<file path="src/rtl/hedios_reg_write_arbiter.sv">
// hedios_reg_write_arbiter
// Serializes writes from the HEDIOS side and the user side onto one register
// bank. Round-robin arbitration with a bounded burst length means a busy
// owner cannot starve the other side. Every accepted beat reaches the bank
// one cycle later as a registered one-hot strobe plus data.
module hedios_reg_write_arbiter #(
  parameter int DEPTH     = 8,
  parameter int NREGS     = 4,
  parameter int ADDR_W    = 2,
  parameter int MAX_BURST = 4
) (
  input  logic              clk,
  input  logic              rst,
  input  logic              h_valid,
  output logic              h_ready,
  input  logic [ADDR_W-1:0] h_addr,
  input  logic [DEPTH-1:0]  h_data,
  input  logic              u_valid,
  output logic              u_ready,
  input  logic [ADDR_W-1:0] u_addr,
  input  logic [DEPTH-1:0]  u_data,
  output logic [NREGS-1:0]  wr_en,
  output logic [DEPTH-1:0]  wr_data,
  output logic [7:0]        conflict_cnt,
  output logic              addr_err
);

  typedef enum logic [1:0] {
    IDLE  = 2'd0,
    OWN_H = 2'd1,
    OWN_U = 2'd2
  } state_t;

  // rr_last encoding: which side was granted most recently
  localparam logic SIDE_H = 1'b0;
  localparam logic SIDE_U = 1'b1;

  localparam logic [3:0]      MAX_BURST_C = 4'(MAX_BURST);
  localparam logic [ADDR_W:0] NREGS_C     = (ADDR_W + 1)'(NREGS);

  state_t            state_q;
  logic              rr_last_q;
  logic [3:0]        beat_cnt_q;
  logic [NREGS-1:0]  wr_en_q;
  logic [DEPTH-1:0]  wr_data_q;
  logic [7:0]        conflict_cnt_q;
  logic              addr_err_q;

  logic              grant_h;
  logic              grant_u;
  logic              beat;
  logic              burst_open;
  logic              same_owner;
  logic              addr_ok;
  logic [ADDR_W-1:0] sel_addr;
  logic [DEPTH-1:0]  sel_data;
  logic [3:0]        beat_cnt_d;
  logic [NREGS-1:0]  wr_en_d;

  assign burst_open = (beat_cnt_q < MAX_BURST_C);

  // Grant decision: the owner keeps the bank while it has a short enough
  // run or nobody else is waiting; otherwise the side that did not win last
  // time gets it. Reset forces both readys low so no beat completes.
  always_comb begin
    grant_h = 1'b0;
    grant_u = 1'b0;
    if (!rst) begin
      if (state_q == OWN_H && h_valid) begin
        if (!u_valid || burst_open) grant_h = 1'b1;
        else                        grant_u = 1'b1;
      end else if (state_q == OWN_U && u_valid) begin
        if (!h_valid || burst_open) grant_u = 1'b1;
        else                        grant_h = 1'b1;
      end else if (h_valid && u_valid) begin
        if (rr_last_q == SIDE_U) grant_h = 1'b1;
        else                     grant_u = 1'b1;
      end else begin
        grant_h = h_valid;
        grant_u = u_valid;
      end
    end
  end

  // Mux the winning beat and work out what the bank and counters should see
  always_comb begin
    beat       = grant_h | grant_u;
    sel_addr   = grant_h ? h_addr : u_addr;
    sel_data   = grant_h ? h_data : u_data;
    addr_ok    = ({1'b0, sel_addr} < NREGS_C);
    same_owner = (grant_h && state_q == OWN_H) || (grant_u && state_q == OWN_U);
    if (!same_owner)               beat_cnt_d = 4'd1;
    else if (beat_cnt_q != 4'hF)   beat_cnt_d = beat_cnt_q + 4'd1;
    else                           beat_cnt_d = beat_cnt_q;
    wr_en_d = NREGS'(1) << sel_addr;
  end

  // Arbitration FSM plus registered bank strobe, data and status counters
  always_ff @(posedge clk) begin
    if (rst) begin
      state_q        <= IDLE;
      rr_last_q      <= SIDE_U;
      beat_cnt_q     <= 4'd0;
      wr_en_q        <= '0;
      wr_data_q      <= '0;
      conflict_cnt_q <= 8'd0;
      addr_err_q     <= 1'b0;
    end else begin
      if (h_valid && u_valid && conflict_cnt_q != 8'hFF)
        conflict_cnt_q <= conflict_cnt_q + 8'd1;

      wr_en_q <= '0;
      if (beat) begin
        state_q    <= grant_h ? OWN_H : OWN_U;
        rr_last_q  <= grant_h ? SIDE_H : SIDE_U;
        beat_cnt_q <= beat_cnt_d;
        if (addr_ok) begin
          wr_en_q   <= wr_en_d;
          wr_data_q <= sel_data;
        end else begin
          addr_err_q <= 1'b1;
        end
      end else begin
        state_q <= IDLE;
      end
    end
  end

  assign h_ready      = grant_h;
  assign u_ready      = grant_u;
  assign wr_en        = wr_en_q;
  assign wr_data      = wr_data_q;
  assign conflict_cnt = conflict_cnt_q;
  assign addr_err     = addr_err_q;

endmodule

</file>
<file path="config.mk">
export PLATFORM = sky130hd
export DESIGN_NAME = hedios_reg_write_arbiter
export DESIGN_NICKNAME = d
export VERILOG_FILES = /design/src/rtl/hedios_reg_write_arbiter.sv
export SDC_FILE = /design/constraint.sdc
export NUM_CORES = 1
export LEC_CHECK = 0
export BUFFER_PORTS_ARGS = -buffer_cell sky130_fd_sc_hd__clkbuf_2
export CAP_MARGIN = 25
export CORE_MARGIN = 4
export CORE_UTILIZATION = 44
export DETAILED_ROUTE_END_ITERATION = 12
export HOLD_SLACK_MARGIN = 0.08
export PLACE_DENSITY = 0.81
export SLEW_MARGIN = 10
export SYNTH_ARGS = -nofsm -noshare
export SYNTH_HDL_FRONTEND = slang
export SYNTH_SLANG_ARGS = --single-unit
</file>
<file path="constraint.sdc">
create_clock -name clk -period 2 [get_ports clk]
set_input_delay 0.1 -clock clk [delete_from_list [all_inputs] [get_ports clk]]
set_output_delay 0.1 -clock clk [all_outputs]
set_load 0.02 [all_outputs]
</file>
# After elaboration in Yosys (flattened, before gate mapping)
# Cells that the tools add are included.
# W data, S select, Z words.
[op_classes]
add_sub_neg = 2
n_mul = 0
div = 0
order_cmp = 1
eq_ne = 5
shifts = 1
mux = 20
bitwise_logic = 2
reduce_logical = 13
[op_table]
columns = ["operator", "count"]
rows = [
  ["$mux W1", 15],
  ["$add A8 B1 Y8 const B", 1],
  ["$mux W4", 2],
  ["$mux W8", 1],
  ["$ne A8 B8 Y1 const B", 1],
  ["$logic_and A1 B1 Y1", 6],
  ["$add A4 B1 Y4 const B", 1],
  ["$lt A4 B3 Y1 const B", 1],
  ["$mux W2", 2],
  ["$ne A4 B4 Y1 const B", 1],
  ["$shl A1 B2 Y4 const A", 1],
  ["$logic_or A1 B1 Y1", 3],
  ["$eq A2 B1 Y1 const B", 1],
  ["$eq A2 B2 Y1 const B", 1],
  ["$logic_not A1 Y1", 2],
  ["$ne A2 B1 Y1 const B", 1],
  ["$reduce_and A2 Y1", 1],
  ["$reduce_or A2 Y1", 1],
  ["$not A1 Y1", 1],
  ["$or A1 B1 Y1", 1],
]
[totals]
ff_bits = 27
latch_bits = 0
ram_bits = 0
mem_bits_ro = 0
inputBits = 24
output_inout_bits = 23
elab_cells = 50
memories = 0

# Logic depth before layout (Yosys ltp)
[depth]
word_depth = 10
depth_mapped = 6
ltp_nobuf = 6

# Worst setup path before layout
# No wires, ideal clock.
[synth_timing]
path_type = "reg-to-reg"
from = "reg beat_cnt_q[2]"
to = "reg wr_data_q[5], in the netlist wr_data[5]"
setup_ns = 0.137
arrival_time_ns = 1.937
t_required_ns = 1.863
setup_slack_ns = -0.074
stages_incl_launch_ff = 7
n_path_buf = 1
period_less_slack_ns = 2.074
path_cell_list = "dfxtp_1 > nor2_2 > mux2_4 > a2111oi_4 > buf_6 > mux2i_1 > a211oi_1"
[synth_between]
elab_chain_len = 7
word_cells_on_any_way = 15
cone_classes = "order compare: 1; mux: 11; bitwise: 1; reduce/logical: 2"
[synth_lines]
columns = ["element", "line_no", "rtl"]
rows = [
  ["from (decl)", "43", "logic [3:0] beat_cnt_q;"],
  ["from (signal assigned)", "116", "beat_cnt_q <= beat_cnt_d;"],
  ["$lt A4 B3 Y1 *", "60", "assign burst_open = (beat_cnt_q < MAX_BURST_C);"],
  ["$logic_or A1 B1 Y1", "73", "if (!h_valid || burst_open) grant_u = 1'b1;"],
  ["$mux W1", "73", ""],
  ["$mux W1", "72", "end else if (state_q == OWN_U && u_valid) begin"],
  ["$mux W1 *", "69", "if (state_q == OWN_H && h_valid) begin"],
  ["$mux W1 *", "68", "if (!rst) begin"],
  ["named net h_ready", "15", "output logic h_ready,"],
  ["$mux W8 or $or A1 B1 Y1 (tied branches)", "89, 87", ""],
  ["to (signal assigned)", "119", "wr_data_q <= sel_data;"],
  ["to (decl)", "45", "logic [DEPTH-1:0] wr_data_q;"],
]
# The timed path passes the listed nets; every way through them passes the cells marked *.
# A chain may end at the register's enable or synchronous reset.

# Worst setup path in the final report
[layout_timing]
from = "reg beat_cnt_q[3]"
to = "reg wr_data_q[0], in the netlist wr_data[0]"
[layout_between]
elab_chain_len = 7
word_cells_on_any_way = 15
cone_classes = "order compare: 1; mux: 11; bitwise: 1; reduce/logical: 2"
[layout_lines]
columns = ["element", "line_no"]
rows = [
  ["$lt A4 B3 Y1 *", "60"],
  ["$logic_or A1 B1 Y1", "73"],
  ["$mux W1", "73"],
  ["$mux W1", "72"],
  ["$mux W1", "69"],
  ["$mux W1", "68"],
  ["$mux W8 or $or A1 B1 Y1 (tied branches)", "89, 87"],
]
# Every way passes the cells marked *; elsewhere a longest branch is shown, timed or not.

==> impl_metrics.yaml <==
status:
  run_status: "complete, no violations"
synthesis:
  ys_seq_area_share_pct: 40.4
  synth_cell_area_sq_mm: 0.00134
  synth.ff_latch_count: 27
  ys.warnings.count: 0
  synth.top_cell.area_share_pct: 40.4
  synthTopCellsByArea: "sky130_fd_sc_hd__dfxtp_1 40%, sky130_fd_sc_hd__a211oi_1 6.7%, sky130_fd_sc_hd__mux2i_1 6.0%"
  synth_largest_area_cell: "sky130_fd_sc_hd__dfxtp_1"
  post_synthesis_instance_total: 151
  synth_cell_types: 40
  synth_fp_nets: 177
  mean_cell_area_of_the_mapped_netlist_sq_um: 8.87
drt:
  post_drt_wl_per_cell_microns: 14.6
  detailedRoute.firstIterationViolations: 92
  post_drt_via_cell_ratio: 5.62
  drt_pre_antenna_iters: 4
  routed_wl_microns: 3640
  antenna_violating_nets_post_route: 0
  post-route-drc-count: 0
  vias: 1404
flow_run:
  max_cap_violations: 0
worst_setup_path:
  setup.worst_path.class: "flop to flop"
  crit_path_top_delay_cell: "sky130_fd_sc_hd__dfxtp_4"
  endpoint: "wr_data[0]"
  timing.critical_path.buf_inv: 2
  path_cells: "nor2_4 -> mux2_4 -> a2111oi_4 -> buf_12 -> buf_6 -> mux2i_2 -> a211oi_2"
  worstRegToRegCells: 7
  path_delay_family: "multiplexers"
  critical_path_depth: 7
  setup.worst_path.end_class: "flop"
  rr_endpoint: "wr_data[0]"
  critPathMaxFanout: 9
  worst_setup_path_start_kind: "flop"
  cp-startpoint: "beat_cnt_q[3]"
  timing.rr.start: "beat_cnt_q[3]"
  cp_data_required_time_ns: 2.22
  max_stage_delay_ns: 0.39
  setup.reg_to_reg.worst_slack_ns: 0.01
  worstPathArrival_ns: 2.21
placement:
  dpl-instance-area_sq_mm: 0.00160
  buffer_ports.inserted: 45
  numPlacedInstances: 222
  dp.final_hpwl_microns: 2160
  gp_congestion: 0.866
cts:
  cts_tree: "yes"
  clkLatencyLatePin_ns: 0.34
  clock_path_buffers: 2
  cts_made_buffers: 3
  clockRootBuffer: "sky130_fd_sc_hd__clkbuf_4"
  h-tree-depth: 1
  tritoncts_num_sinks: 27
  clkTransAtPathRegs_ns: 0.16
power_and_ir_drop:
  power_leakage_nw: 0.820
  power-per-cell-area_mw_per_mm2: 564
  power.ir.vdd_worst_v: 0.000411
global_routing:
  groute.usage.overall_pct: 19.3
  grt_start_max_net_pins: 30
  grt_pass1_vias: 1460
  grt_first_pass_wirelength_microns: 6280
  antenna_found_initial: 0
  grt.overflow.total: 0
sta:
  hold_ws_ns: 0.145
  final-setup-viol-count: 0
  rsz0062_at_grt: "true"
  finalCriticalPeriod_ns: 1.99
  fin_crit_sh_pct: 99.3
  slew_violations: 0
  clock.fmax_mhz: 504
  finalHoldViolations: 0
  skew_ns: 0.0114
floorplanning:
  die_span_in_y_microns: 63.2
  core_region_area_sq_mm: 0.00283
  boundary_pin_count: 47
  floorplan.die.width_microns: 63.2
  std_cell_rows: 19
  die-area_sq_mm: 0.00399
  starting_density_pct: 47.3
cells_and_area:
  final_nets: 246
  antenna_cells_inserted: 0
  finish.cell_count_without_fillers: 250
  final_area_sq_mm: 0.00191
  post_route_cells_drive_above_1_share_pct: 33.3
  area_delta_synth_final_pct: 42.3
  layout.filler_cells: 211
hold_path:
  min-delay-path-class: "input port to flop"
## state kept, by name (all words and copies together) (netlist names)
signal        flops
wr_data           8
conflict_cnt      8
wr_en             4
beat_cnt_q        4
rr_last_q         1
state_q           2
## per-layer routing
metal	vias to the layer above	part of all wire, %	track usage, %
li1	682	-	-
met2	49	49	32.7
met5	-	0	0
met3	7	5.8	5.86
met1	666	43	22.4
met4	0	1.6	7.99
## final cells by class
cell class / instances / area, sq um / share of cell area (%)
multi-input combinational: 113 / 773 / 40.6
sequential: 27 / 551 / 28.9
timing repair buffer: 73 / 508 / 26.7
tap: 31 / 38.8 / 2.04
clock buffer: 3 / 22.5 / 1.18
inverter: 2 / 7.51 / 0.394
clock inverter: 1 / 5.00 / 0.263
## kinds of logic after synthesis
| family | Yosys count | synth area share, % |
|---|---|---|
| mux | 9 | 7.10 |
| buf+inv | 11 | 3.93 |
| flops | 27 | 40.4 |
| compound gates | 37 | 19.5 |
| fa+ha+maj | 3 | 2.62 |
| xor+xnor | 6 | 3.93 |
| simple gates | 57 | 22.2 |
| other cells | 1 | 0.280 |
## power by group
part	total [mW]	internal [mW]	switching, mW
registers	0.583	0.563	0.0206
clock network	0.248	0.0754	0.173
logic	0.243	0.118	0.125
## worst min-delay path by stage
stage                    from         end  cells after the start
global route        u_data[7]  wr_data[7]                      4
global placement    h_data[7]  wr_data[7]                      3
detailed placement  h_data[7]  wr_data[7]                      3
CTS                 u_data[7]  wr_data[7]                      4
finish              u_data[7]  wr_data[7]                      4
floorplan           h_addr[0]    wr_en[3]                      2
## Yosys cell counts (all sizes together)
library cell and n:
nand4 1, nand3 7, nand2b 2, a2111oi 2
nand3b 4, maj3 1, a31oi 1, buf 2
or3 1, ha 2, nand2 7, a211o 1
nor2b 2, nor4b 1, or2 1, xor2 3
mux2 1, nor3 2, a21oi 13, a21bo 1
inv 2, a211oi 12, and4 2, and3b 1
a311oi 1, o22ai 1, a32o 1, clkbuf 7
nor2 21, or3b 2, xnor2 3, mux2i 8
o21ai 4, and3 3, conb 1, dfxtp 27
## what timing repair did
action,CTS,global route
endpoints found under the hold margin,12,0
endpoints found under the setup margin,1,11
hold buffers,19,0
resized for setup,6,9
setup buffers,5,0
pin swaps,1,1
## worst min-delay path, cell delays in order
cell                       delay (ns)
sky130_fd_sc_hd__clkbuf_2        0.08
sky130_fd_sc_hd__nand3b_1        0.10
sky130_fd_sc_hd__a211o_1         0.11
sky130_fd_sc_hd__a21oi_1         0.05
## layout by cell type, fill, tap and decap left out, types with 3 or more instances in the layout
master / netlist / routed
sky130_fd_sc_hd__xnor2_1: 3 / 3
sky130_fd_sc_hd__a211oi_1: 12 / 10
sky130_fd_sc_hd__mux2i_1: 8 / 7
sky130_fd_sc_hd__o21ai_0: 4 / 3
sky130_fd_sc_hd__clkbuf_2: 0 / 44
sky130_fd_sc_hd__a21oi_1: 13 / 13
sky130_fd_sc_hd__buf_4: 1 / 7
sky130_fd_sc_hd__dfxtp_1: 27 / 23
sky130_fd_sc_hd__nand3_1: 7 / 7
sky130_fd_sc_hd__nand2_1: 7 / 7
sky130_fd_sc_hd__and3_1: 3 / 3
sky130_fd_sc_hd__clkbuf_4: 0 / 3
sky130_fd_sc_hd__nor2_1: 20 / 20
sky130_fd_sc_hd__dlygate4sd3_1: 0 / 19
sky130_fd_sc_hd__xor2_1: 3 / 3
sky130_fd_sc_hd__nand3b_1: 4 / 4
## stage by stage
step                utilization [%]  setup TNS [ns]  power, mW  setup WS (ns)
global placement               56.6               0      0.783          0.131
detailed placement             56.6               0      0.787         0.0588
finish                         67.4               0       1.07         0.0146
global route                   67.4          -0.340       1.12        -0.0552
CTS                            66.3         -0.0151       1.06        -0.0151
floorplan                         -               0      0.717        0.00200
(Power assumes the default switching activity.)
